**config.mk**
```make
export PLATFORM = sky130hd
export DESIGN_NAME = sa_host_seq
export DESIGN_NICKNAME = d
export VERILOG_FILES = /design/src/rtl/sa_host_seq.sv
export SDC_FILE = /design/constraint.sdc
export NUM_CORES = 1
export LEC_CHECK = 0
export CORE_AREA = 2 2 65 98
export CTS_CLUSTER_SIZE = 40
export DETAILED_ROUTE_END_ITERATION = 16
export DIE_AREA = 0 0 67 100
export HOLD_SLACK_MARGIN = 0.12
export PLACE_DENSITY = 0.76
export RECOVER_POWER = 100
export REMOVE_ABC_BUFFERS = 1
export SLEW_MARGIN = 30
export SYNTH_ARGS = -nofsm -noshare
export SYNTH_HDL_FRONTEND = slang
export SYNTH_SLANG_ARGS = --single-unit
```
**constraint.sdc**
```tcl
create_clock -name clk_i -period 2.3 [get_ports clk_i]
set_input_delay 0.46 -clock clk_i [delete_from_list [all_inputs] [get_ports clk_i]]
set_output_delay 0.46 -clock clk_i [all_outputs]
set_load 0.01 [all_outputs]
```
**src/rtl/sa_host_seq.sv**
```systemverilog
// Host-side sequencer for the systolic array top: loads weights/activations, kicks the array,
// polls for completion and streams results out. Optional SA_SEQ_OBUF_CLR_EN adds an output-buffer clear.
module sa_host_seq #(
    parameter int unsigned MAC_W = 19,
    parameter int unsigned X_W   = 8,
    parameter int unsigned N_ENT = 64
) (
    input  logic             clk_i,
    input  logic             rst_i,
    input  logic             start_i,
    input  logic             in_valid_i,
    output logic             in_ready_o,
    input  logic [X_W-1:0]   in_data_i,
    output logic [7:0]       addr_o,
    output logic [31:0]      data_o,
    output logic             wr_vo,
    input  logic [MAC_W-1:0] rdata_i,
    output logic             res_valid_o,
    input  logic             res_ready_i,
    output logic [MAC_W-1:0] res_data_o,
    output logic             res_last_o,
    output logic             busy_o,
    output logic             done_o
);

    localparam int unsigned ADDR_W = 8;
    localparam int unsigned DATA_W = 32;
    localparam int unsigned IDX_W  = 6;
    localparam logic [IDX_W-1:0]  LAST_IDX  = IDX_W'(N_ENT - 1);
    localparam logic [ADDR_W-1:0] CLR_ADDR  = 8'h80;
    localparam logic [ADDR_W-1:0] GO_ADDR   = 8'hC0;
    localparam logic [DATA_W-1:0] GO_DATA   = 32'h0000_0001;

    typedef enum logic [3:0] {
        IDLE,
        LOAD_W,
        LOAD_X,
`ifdef SA_SEQ_OBUF_CLR_EN
        CLR,
`endif
        START,
        SETTLE,
        POLL,
        RD_ADDR,
        RD_CAP,
        OUT
    } state_t;

`ifdef SA_SEQ_OBUF_CLR_EN
    localparam state_t POST_LOAD = CLR;
`else
    localparam state_t POST_LOAD = START;
`endif

    state_t             state_q, state_d;
    logic [IDX_W-1:0]   idx_q, idx_d;
    logic               settle_q, settle_d;

    logic [ADDR_W-1:0]  addr_q, addr_d;
    logic [DATA_W-1:0]  data_q, data_d;
    logic               wr_q, wr_d;
    logic               in_ready_q;
    logic               res_valid_q;
    logic [MAC_W-1:0]   res_data_q, res_data_d;
    logic               res_last_q;
    logic               busy_q;
    logic               done_q, done_d;

    logic               in_fire;
    logic               res_fire;

    assign in_fire  = in_valid_i & in_ready_q;
    assign res_fire = res_valid_q & res_ready_i;

    // State register and registered outputs
    always_ff @(posedge clk_i) begin
        if (rst_i) begin
            state_q     <= IDLE;
            idx_q       <= '0;
            settle_q    <= 1'b0;
            addr_q      <= '0;
            data_q      <= '0;
            wr_q        <= 1'b0;
            in_ready_q  <= 1'b0;
            res_valid_q <= 1'b0;
            res_data_q  <= '0;
            res_last_q  <= 1'b0;
            busy_q      <= 1'b0;
            done_q      <= 1'b0;
        end else begin
            state_q     <= state_d;
            idx_q       <= idx_d;
            settle_q    <= settle_d;
            addr_q      <= addr_d;
            data_q      <= data_d;
            wr_q        <= wr_d;
            in_ready_q  <= (state_d == LOAD_W) || (state_d == LOAD_X);
            res_valid_q <= (state_d == OUT);
            res_data_q  <= res_data_d;
            res_last_q  <= (state_d == OUT) && (idx_d == LAST_IDX);
            busy_q      <= (state_d != IDLE);
            done_q      <= done_d;
        end
    end

    // Next-state and next-output decode; bus outputs appear one cycle after their decode
    always_comb begin
        state_d    = state_q;
        idx_d      = idx_q;
        settle_d   = settle_q;
        addr_d     = '0;
        data_d     = '0;
        wr_d       = 1'b0;
        res_data_d = res_data_q;
        done_d     = 1'b0;

        case (state_q)
            IDLE: begin
                if (start_i) begin
                    state_d = LOAD_W;
                    idx_d   = '0;
                end
            end

            LOAD_W, LOAD_X: begin
                if (in_fire) begin
                    wr_d   = 1'b1;
                    addr_d = {((state_q == LOAD_X) ? 2'b01 : 2'b00), idx_q};
                    data_d = DATA_W'(in_data_i);
                    if (idx_q == LAST_IDX) begin
                        idx_d   = '0;
                        state_d = (state_q == LOAD_W) ? LOAD_X : POST_LOAD;
                    end else begin
                        idx_d = IDX_W'(idx_q + 1'b1);
                    end
                end
            end

`ifdef SA_SEQ_OBUF_CLR_EN
            CLR: begin
                wr_d    = 1'b1;
                addr_d  = CLR_ADDR;
                state_d = START;
            end
`endif

            START: begin
                wr_d     = 1'b1;
                addr_d   = GO_ADDR;
                data_d   = GO_DATA;
                settle_d = 1'b0;
                state_d  = SETTLE;
            end

            // Status read is not trusted until the array has seen the go write
            SETTLE: begin
                if (settle_q) begin
                    settle_d = 1'b0;
                    state_d  = POLL;
                end else begin
                    settle_d = 1'b1;
                end
            end

            POLL: begin
                if (rdata_i[0]) begin
                    idx_d   = '0;
                    state_d = RD_ADDR;
                end
            end

            RD_ADDR: begin
                addr_d  = {2'b10, idx_q};
                state_d = RD_CAP;
            end

            RD_CAP: begin
                addr_d     = addr_q;
                res_data_d = rdata_i;
                state_d    = OUT;
            end

            OUT: begin
                addr_d = addr_q;
                if (res_fire) begin
                    if (idx_q == LAST_IDX) begin
                        idx_d   = '0;
                        done_d  = 1'b1;
                        state_d = IDLE;
                    end else begin
                        idx_d   = IDX_W'(idx_q + 1'b1);
                        state_d = RD_ADDR;
                    end
                end
            end

            default: begin
                state_d = IDLE;
                idx_d   = '0;
            end
        endcase
    end

    assign addr_o      = addr_q;
    assign data_o      = data_q;
    assign wr_vo       = wr_q;
    assign in_ready_o  = in_ready_q;
    assign res_valid_o = res_valid_q;
    assign res_data_o  = res_data_q;
    assign res_last_o  = res_last_q;
    assign busy_o      = busy_q;
    assign done_o      = done_q;

endmodule

```
# Word level (Yosys, flattened, before mapping)
# Cells that the tools add are included.
totals:
  ff_bits: 76
  input_bits: 32
  out_inout_bits: 65
  elab_cells: 64
classes:
  addsub: 1
  n_eq_ne: 13
  n_mux: 25
  n_bitwise: 4
  reduce_logical: 9
ops:
  columns: ["op", "count"]
  rows:
  - ["4-bit one-hot mux with 8 select lines", 1]
  - ["8-bit one-hot mux with 4 select lines", 1]
  - ["6-bit two-way mux", 5]
  - ["6-bit one-hot mux with 5 select lines", 1]
  - ["4-bit two-way mux", 6]
  - ["4-bit by 3-bit == test with 1-bit output (second input constant)", 4]
  - ["8-bit one-hot mux with 2 select lines", 1]
  - ["4-bit by 2-bit == test with 1-bit output (second input constant)", 3]
  - ["6-bit == test (second input constant)", 2]
  - ["4-bit by 1-bit == test with 1-bit output (second input constant)", 2]
  - ["4-bit == test (second input constant)", 2]
  - ["8-bit two-way mux", 1]
  - ["7-bit two-way mux", 1]
  - ["6-bit by 1-bit adder with 6-bit output (second input constant)", 1]
  - ["1-bit two-way mux", 5]
  - ["4-bit logical NOT", 1]
  - ["1-bit one-hot mux with 2 select lines", 2]
  - ["4-bit nonzero test", 1]
  - ["2-bit OR reduction", 2]
  - ["4-bit OR reduction", 1]
  - ["3-bit two-way mux", 1]
  - ["3-bit OR reduction", 1]
  - ["1-bit AND", 2]
  - ["1-bit NOT", 2]
  - ["other kinds (3)", 3]

# Longest topological paths before layout
logic_depth:
  word_depth: 7
  mapped_depth: 7
  ltp_nobuf: 6

# Least setup slack after synthesis
# No wires, ideal clock.
synth_timing:
  path_type: "reg2reg"
  startpoint: "register idx_q[0]"
  endpoint: "register in_ready_q (netlist: in_ready_o)"
  setup_ps: 70
  arrival_time_ps: 1737
  required_ps: 2230
  setup_slack_ps: 493
  stages_incl_launch_ff: 7
  path_buffers: 0
  period_less_slack_ps: 1807
  cell_sequence: "dfxtp_1 ha_1 nand4_1 nor2_1 mux2_2 a2111o_1 a21oi_1"
synth_between:
  elab_chain_cells: 6
  elab_cells_between_ends: 9
  cone_classes: "eq/ne (3); mux (5); reduce/logical (1)"
synth_rtl:
  columns: ["item", "line_no", "text"]
  rows:
  - ["start: declaration", "56", "logic [IDX_W-1:0] idx_q, idx_d;"]
  - ["start signal: assignment", "92", "idx_q <= idx_d;"]
  - ["6-bit == test *", "130, 186", null]
  - ["4-bit two-way mux / 3-bit two-way mux (equally long branches)", "130, 186", null]
  - ["4-bit two-way mux, on equally long branches", "126, 185", null]
  - ["4-bit one-hot mux with 8 select lines *", "117", "case (state_q)"]
  - ["4-bit by 1-bit == test with 1-bit output / 4-bit by 2-bit == test with 1-bit output (equally long branches)", "97", "in_ready_q <= (state_d == LOAD_W) || (state_d == LOAD_X);"]
  - ["1-bit logical OR *", "97", null]
  - ["end signal: assignment", "97", null]
  - ["end: declaration", "62", "logic in_ready_q;"]
# Every way passes the cells marked *; elsewhere a longest branch is shown, timed or not.
# A chain may end at the register's enable or synchronous reset.

# Final worst setup path
layout_timing:
  startpoint: "input port in_valid_i"
  endpoint: "register res_last_q (netlist: res_last_o)"
layout_between:
  elab_chain_cells: 5
  elab_cells_between_ends: 8
  cone_classes: "eq/ne (2); mux (4); bitwise (1); reduce/logical (1)"
layout_rtl:
  columns: ["item", "line_no", "text"]
  rows:
  - ["start: declaration", "11", "input logic in_valid_i,"]
  - ["1-bit AND *", "72", "assign in_fire = in_valid_i & in_ready_q;"]
  - ["4-bit two-way mux / 6-bit two-way mux (equally long branches)", "126", "if (in_fire) begin"]
  - ["4-bit one-hot mux with 8 select lines / 6-bit one-hot mux with 5 select lines (equally long branches)", "117", null]
  - ["4-bit == test / 6-bit == test (equally long branches)", "100", "res_last_q <= (state_d == OUT) && (idx_d == LAST_IDX);"]
  - ["1-bit logical AND *", "100", null]
  - ["end signal: assignment", "100", null]
  - ["end: declaration", "65", "logic res_last_q;"]
# Marks and branches as above.

==> results.sh <==
export IMPL_die_x_um=67
export IMPL_drive_above_1_share_pct=7.427
export IMPL_power_density_mw_per_mm2=482.0
export IMPL_synth_xor_xnor_area_share_pct=1.071
export IMPL_nNetsFinal=409
export IMPL_cap_violations=0
export IMPL_post_dp_hpwl_um=4773
export IMPL_post_cts_setup_buffers=0
export IMPL_endpoint="res_last_o"
export IMPL_number_of_slew_limit_violations_in_the_final_report=0
export IMPL_routed_wire_length_per_instance_um=13.75
export IMPL_post_layout_instance_area_mm2=0.003284
export IMPL_first_global_vias=2220
export IMPL_htree_num_levels=2
export IMPL_design_core_area_mm2=0.005956
export IMPL_vias_per_cell=5.208
export IMPL_std_cell_rows=35
export IMPL_grt_antenna_before_repair=0
export IMPL_crit_reg_reg_endpoint="res_last_o"
export IMPL_pre_cts_slack_ns=-0.04570
export IMPL_timing_final_crit_share_pct=93.39
export IMPL_most_common_layout_cells="sky130_fd_sc_hd__dfxtp_1 (52), sky130_fd_sc_hd__nand2_1 (50), sky130_fd_sc_hd__dlygate4sd3_1 (42), sky130_fd_sc_hd__a21oi_1 (33), sky130_fd_sc_hd__clkdlybuf4s50_1 (30)"
export IMPL_synth_warnings=0
export IMPL_post_synth_mux_area_share_pct=0.8669
export IMPL_globalRouteOverflowTotal=0
export IMPL_worst_clock_skew_ns=0.006685
export IMPL_die_h_um=100
export IMPL_clkSinkCount=52
export IMPL_grt_max_degree=34
export IMPL_end_kind="flop"
export IMPL_post_synth_fa_ha_maj_area_fraction_pct=0.9179
export IMPL_track_usage_pct=18.94
export IMPL_port_buffers=72
export IMPL_cp_data_arrival_time_ns=2.36
export IMPL_peakVddDrop_uv=370.9
export IMPL_clock_latency_ns=0.30
export IMPL_synth_top_family_by_area="simple AND/OR/NAND/NOR gates"
export IMPL_whs_ns=0.4593
export IMPL_rsz0062_at_grt="no"
export IMPL_dp_cells=443
export IMPL_cts_reportedPaths_clkPinSlew_ns=0.09
export IMPL_hold_violations=0
export IMPL_design_die_area_mm2=0.006700
export IMPL_gp_congestion=0.9296
export IMPL_yosys_area_share_simple_pct=24.83
export IMPL_final_antenna_net_count=0
export IMPL_initial_utilization_pct=41.20
export IMPL_cts_tree="yes"
export IMPL_drt_total_wl_um=6203
export IMPL_synth_enable_flop_cells=0
export IMPL_synth_compound_gate_area_share_pct=18.71
export IMPL_antenna_diode_count=0
export IMPL_seq_area_frac_synth_pct=42.43
export IMPL_cts_root_buffer="sky130_fd_sc_hd__clkbuf_8"
export IMPL_design_power_mw=1.583
export IMPL_drcViolationCount=0
export IMPL_final_common_cell="sky130_fd_sc_hd__dfxtp_1"
export IMPL_status="finished, final reports clean"
export IMPL_ctsLongestPathBuffers=2
export IMPL_postLayoutSetupSlackWorst_ns=0.1521
export IMPL_worst_r2r_setup_slack_ns=0.21
export IMPL_post_synth_inst_count=298
export IMPL_logic_depth_of_the_worst_register_to_register_path=6
export IMPL_post_cts_resized=0
export IMPL_regToRegStartpoint="state_q[2]"
export IMPL_global_route_wire_length_before_repair_um=10030
export IMPL_instances_no_fill=451
export IMPL_timing_setup_tns_ns=0
export IMPL_critPathLaunchType="primary input"
export IMPL_timing_max_slew_rel_slack_pct=53.29
export IMPL_detailedRoute_firstPassIterationCount=4
export IMPL_worst_setup_sp="in_valid_i"
export IMPL_total_number_of_vias=2349
export IMPL_design_portCount=97
export IMPL_timing_worst_slew_pin_value_ns=0.6934
export IMPL_area_growth_synth_to_finish_pct=33.86
export IMPL_detail_route_iter0_violations=186
export IMPL_max_clock_freq_mhz=465.6
export IMPL_worst_setup_path_type="in -> reg"
export IMPL_synth_seq_cells=52
export IMPL_post_synth_cell_area_avg_um2=8.234
export IMPL_mappedNetlistArea_mm2=0.002454
export IMPL_kind_of_path_behind_the_tightest_hold_check="reg -> reg"
export IMPL_placed_cell_area_mm2=0.003222
export IMPL_cellLeakagePower_nw=1.344
export IMPL_cts_buffers_inserted=5
export IMPL_predominant_post_synthesis_flop_cell="sky130_fd_sc_hd__dfxtp_1"
export IMPL_cts_hold_buffers_added=0
export IMPL_finalSetupViolCount=0
export IMPL_min_path_cells=2
export IMPL_critical_path_peak_fanout=4
export IMPL_layout_core_utilization_pct=55.15
export IMPL_post_route_min_period_ns=2.148
export IMPL_synth_lib_cells_used_distinct=50
export IMPL_critPathRequiredTime_ns=2.51
export IMPL_synthArstFlopShare_pct=0
==> power breakdown <==
part | leakage (nW) | switching, mW | internal [mW]
sequential | 0.420 | 0.00673 | 0.906
clock | 0.0414 | 0.291 | 0.217
combinational | 0.883 | 0.0806 | 0.0821
total | 1.34 | 0.378 | 1.20
==> cells in the mapped netlist (2+ instances only) <==
cell                       instances  area (um2)
sky130_fd_sc_hd__nor3_1            3       15.01
sky130_fd_sc_hd__a311oi_1          2       17.52
sky130_fd_sc_hd__nor2_1           22       82.58
sky130_fd_sc_hd__a21oi_1          33       165.2
sky130_fd_sc_hd__o21ai_1           2       10.01
sky130_fd_sc_hd__a22oi_1           7       52.55
sky130_fd_sc_hd__dfxtp_1          52        1041
sky130_fd_sc_hd__a31oi_1           2       12.51
sky130_fd_sc_hd__o21ai_0          11       55.05
sky130_fd_sc_hd__nand2_1          50       187.7
sky130_fd_sc_hd__or2_2             2       12.51
sky130_fd_sc_hd__nand4_1           3       18.77
sky130_fd_sc_hd__buf_4            25       187.7
sky130_fd_sc_hd__nand2b_1          2       12.51
sky130_fd_sc_hd__buf_2             6       30.03
sky130_fd_sc_hd__clkbuf_1          9       33.78
sky130_fd_sc_hd__inv_1             5       18.77
sky130_fd_sc_hd__a211oi_1          3       22.52
sky130_fd_sc_hd__and3_1            5       31.28
sky130_fd_sc_hd__nor2b_1           3       18.77
sky130_fd_sc_hd__or3_1             2       12.51
sky130_fd_sc_hd__xor2_1            2       17.52
sky130_fd_sc_hd__and2_1           12       75.07
sky130_fd_sc_hd__nor4_1            2       12.51
sky130_fd_sc_hd__nand3_1           8       40.04
==> kinds of logic (layout without fill, tap and decap cells) <==
| family | Yosys count | count (layout) |
|---|---|---|
| mux | 2 | 2 |
| other cells | 1 | 24 |
| compound gates | 71 | 71 |
| buf+inv | 45 | 101 |
| flops | 52 | 52 |
| simple gates | 122 | 122 |
| xor+xnor | 3 | 3 |
| fa+ha+maj | 2 | 2 |
==> registers in the layout (all words and copies together) (netlist names) <==
register and flops:
settle_q 1, data_o 8, state_q 4, idx_q 6
busy_o 1, res_last_o 1, addr_o 8, in_ready_o 1
wr_vo 1, res_valid_o 1, done_o 1, res_data_o 19
==> routing by layer <==
metal  track usage (%)  vias up  part of all wire (%)
met5                 0        -                     0
met2             33.89       93                    53
met4             10.05        0                   4.5
met3             3.363       24                   5.1
met1             20.49     1096                    37
li1                  -     1136                     -
==> cell type report <==
type | instances | area [um2]
clock buffer | 6 | 72.57
clock inverter | 2 | 16.27
fill | 583 | 2671
inverter | 5 | 18.77
multi-input combinational | 224 | 1216
sequential | 52 | 1041
tap | 74 | 92.59
timing repair buffer | 88 | 827.0
==> how the worst min path moves through the flow <==
stage / startpoint / to / slack [ns]
2_1_floorplan: res_data_o[0] / res_data_o[0] / 0.47
3_3_place_gp: res_data_o[6] / res_data_o[6] / 0.44
3_5_place_dp: res_data_o[11] / res_data_o[11] / 0.45
4_1_cts: res_data_o[11] / res_data_o[11] / 0.47
5_1_grt: res_data_o[9] / res_data_o[9] / 0.48
6_report: res_data_o[7] / res_data_o[7] / 0.46
==> worst max-delay path, stage by stage <==
cell,delay (ns)
sky130_fd_sc_hd__dlygate4sd3_1,0.59
sky130_fd_sc_hd__and2_0,0.19
sky130_fd_sc_hd__or3_1,0.38
sky130_fd_sc_hd__nand4_1,0.16
sky130_fd_sc_hd__clkbuf_1,0.20
sky130_fd_sc_hd__nand3b_4,0.09
sky130_fd_sc_hd__a2111oi_2,0.28
Note: power is estimated with default switching activity, not from simulation.
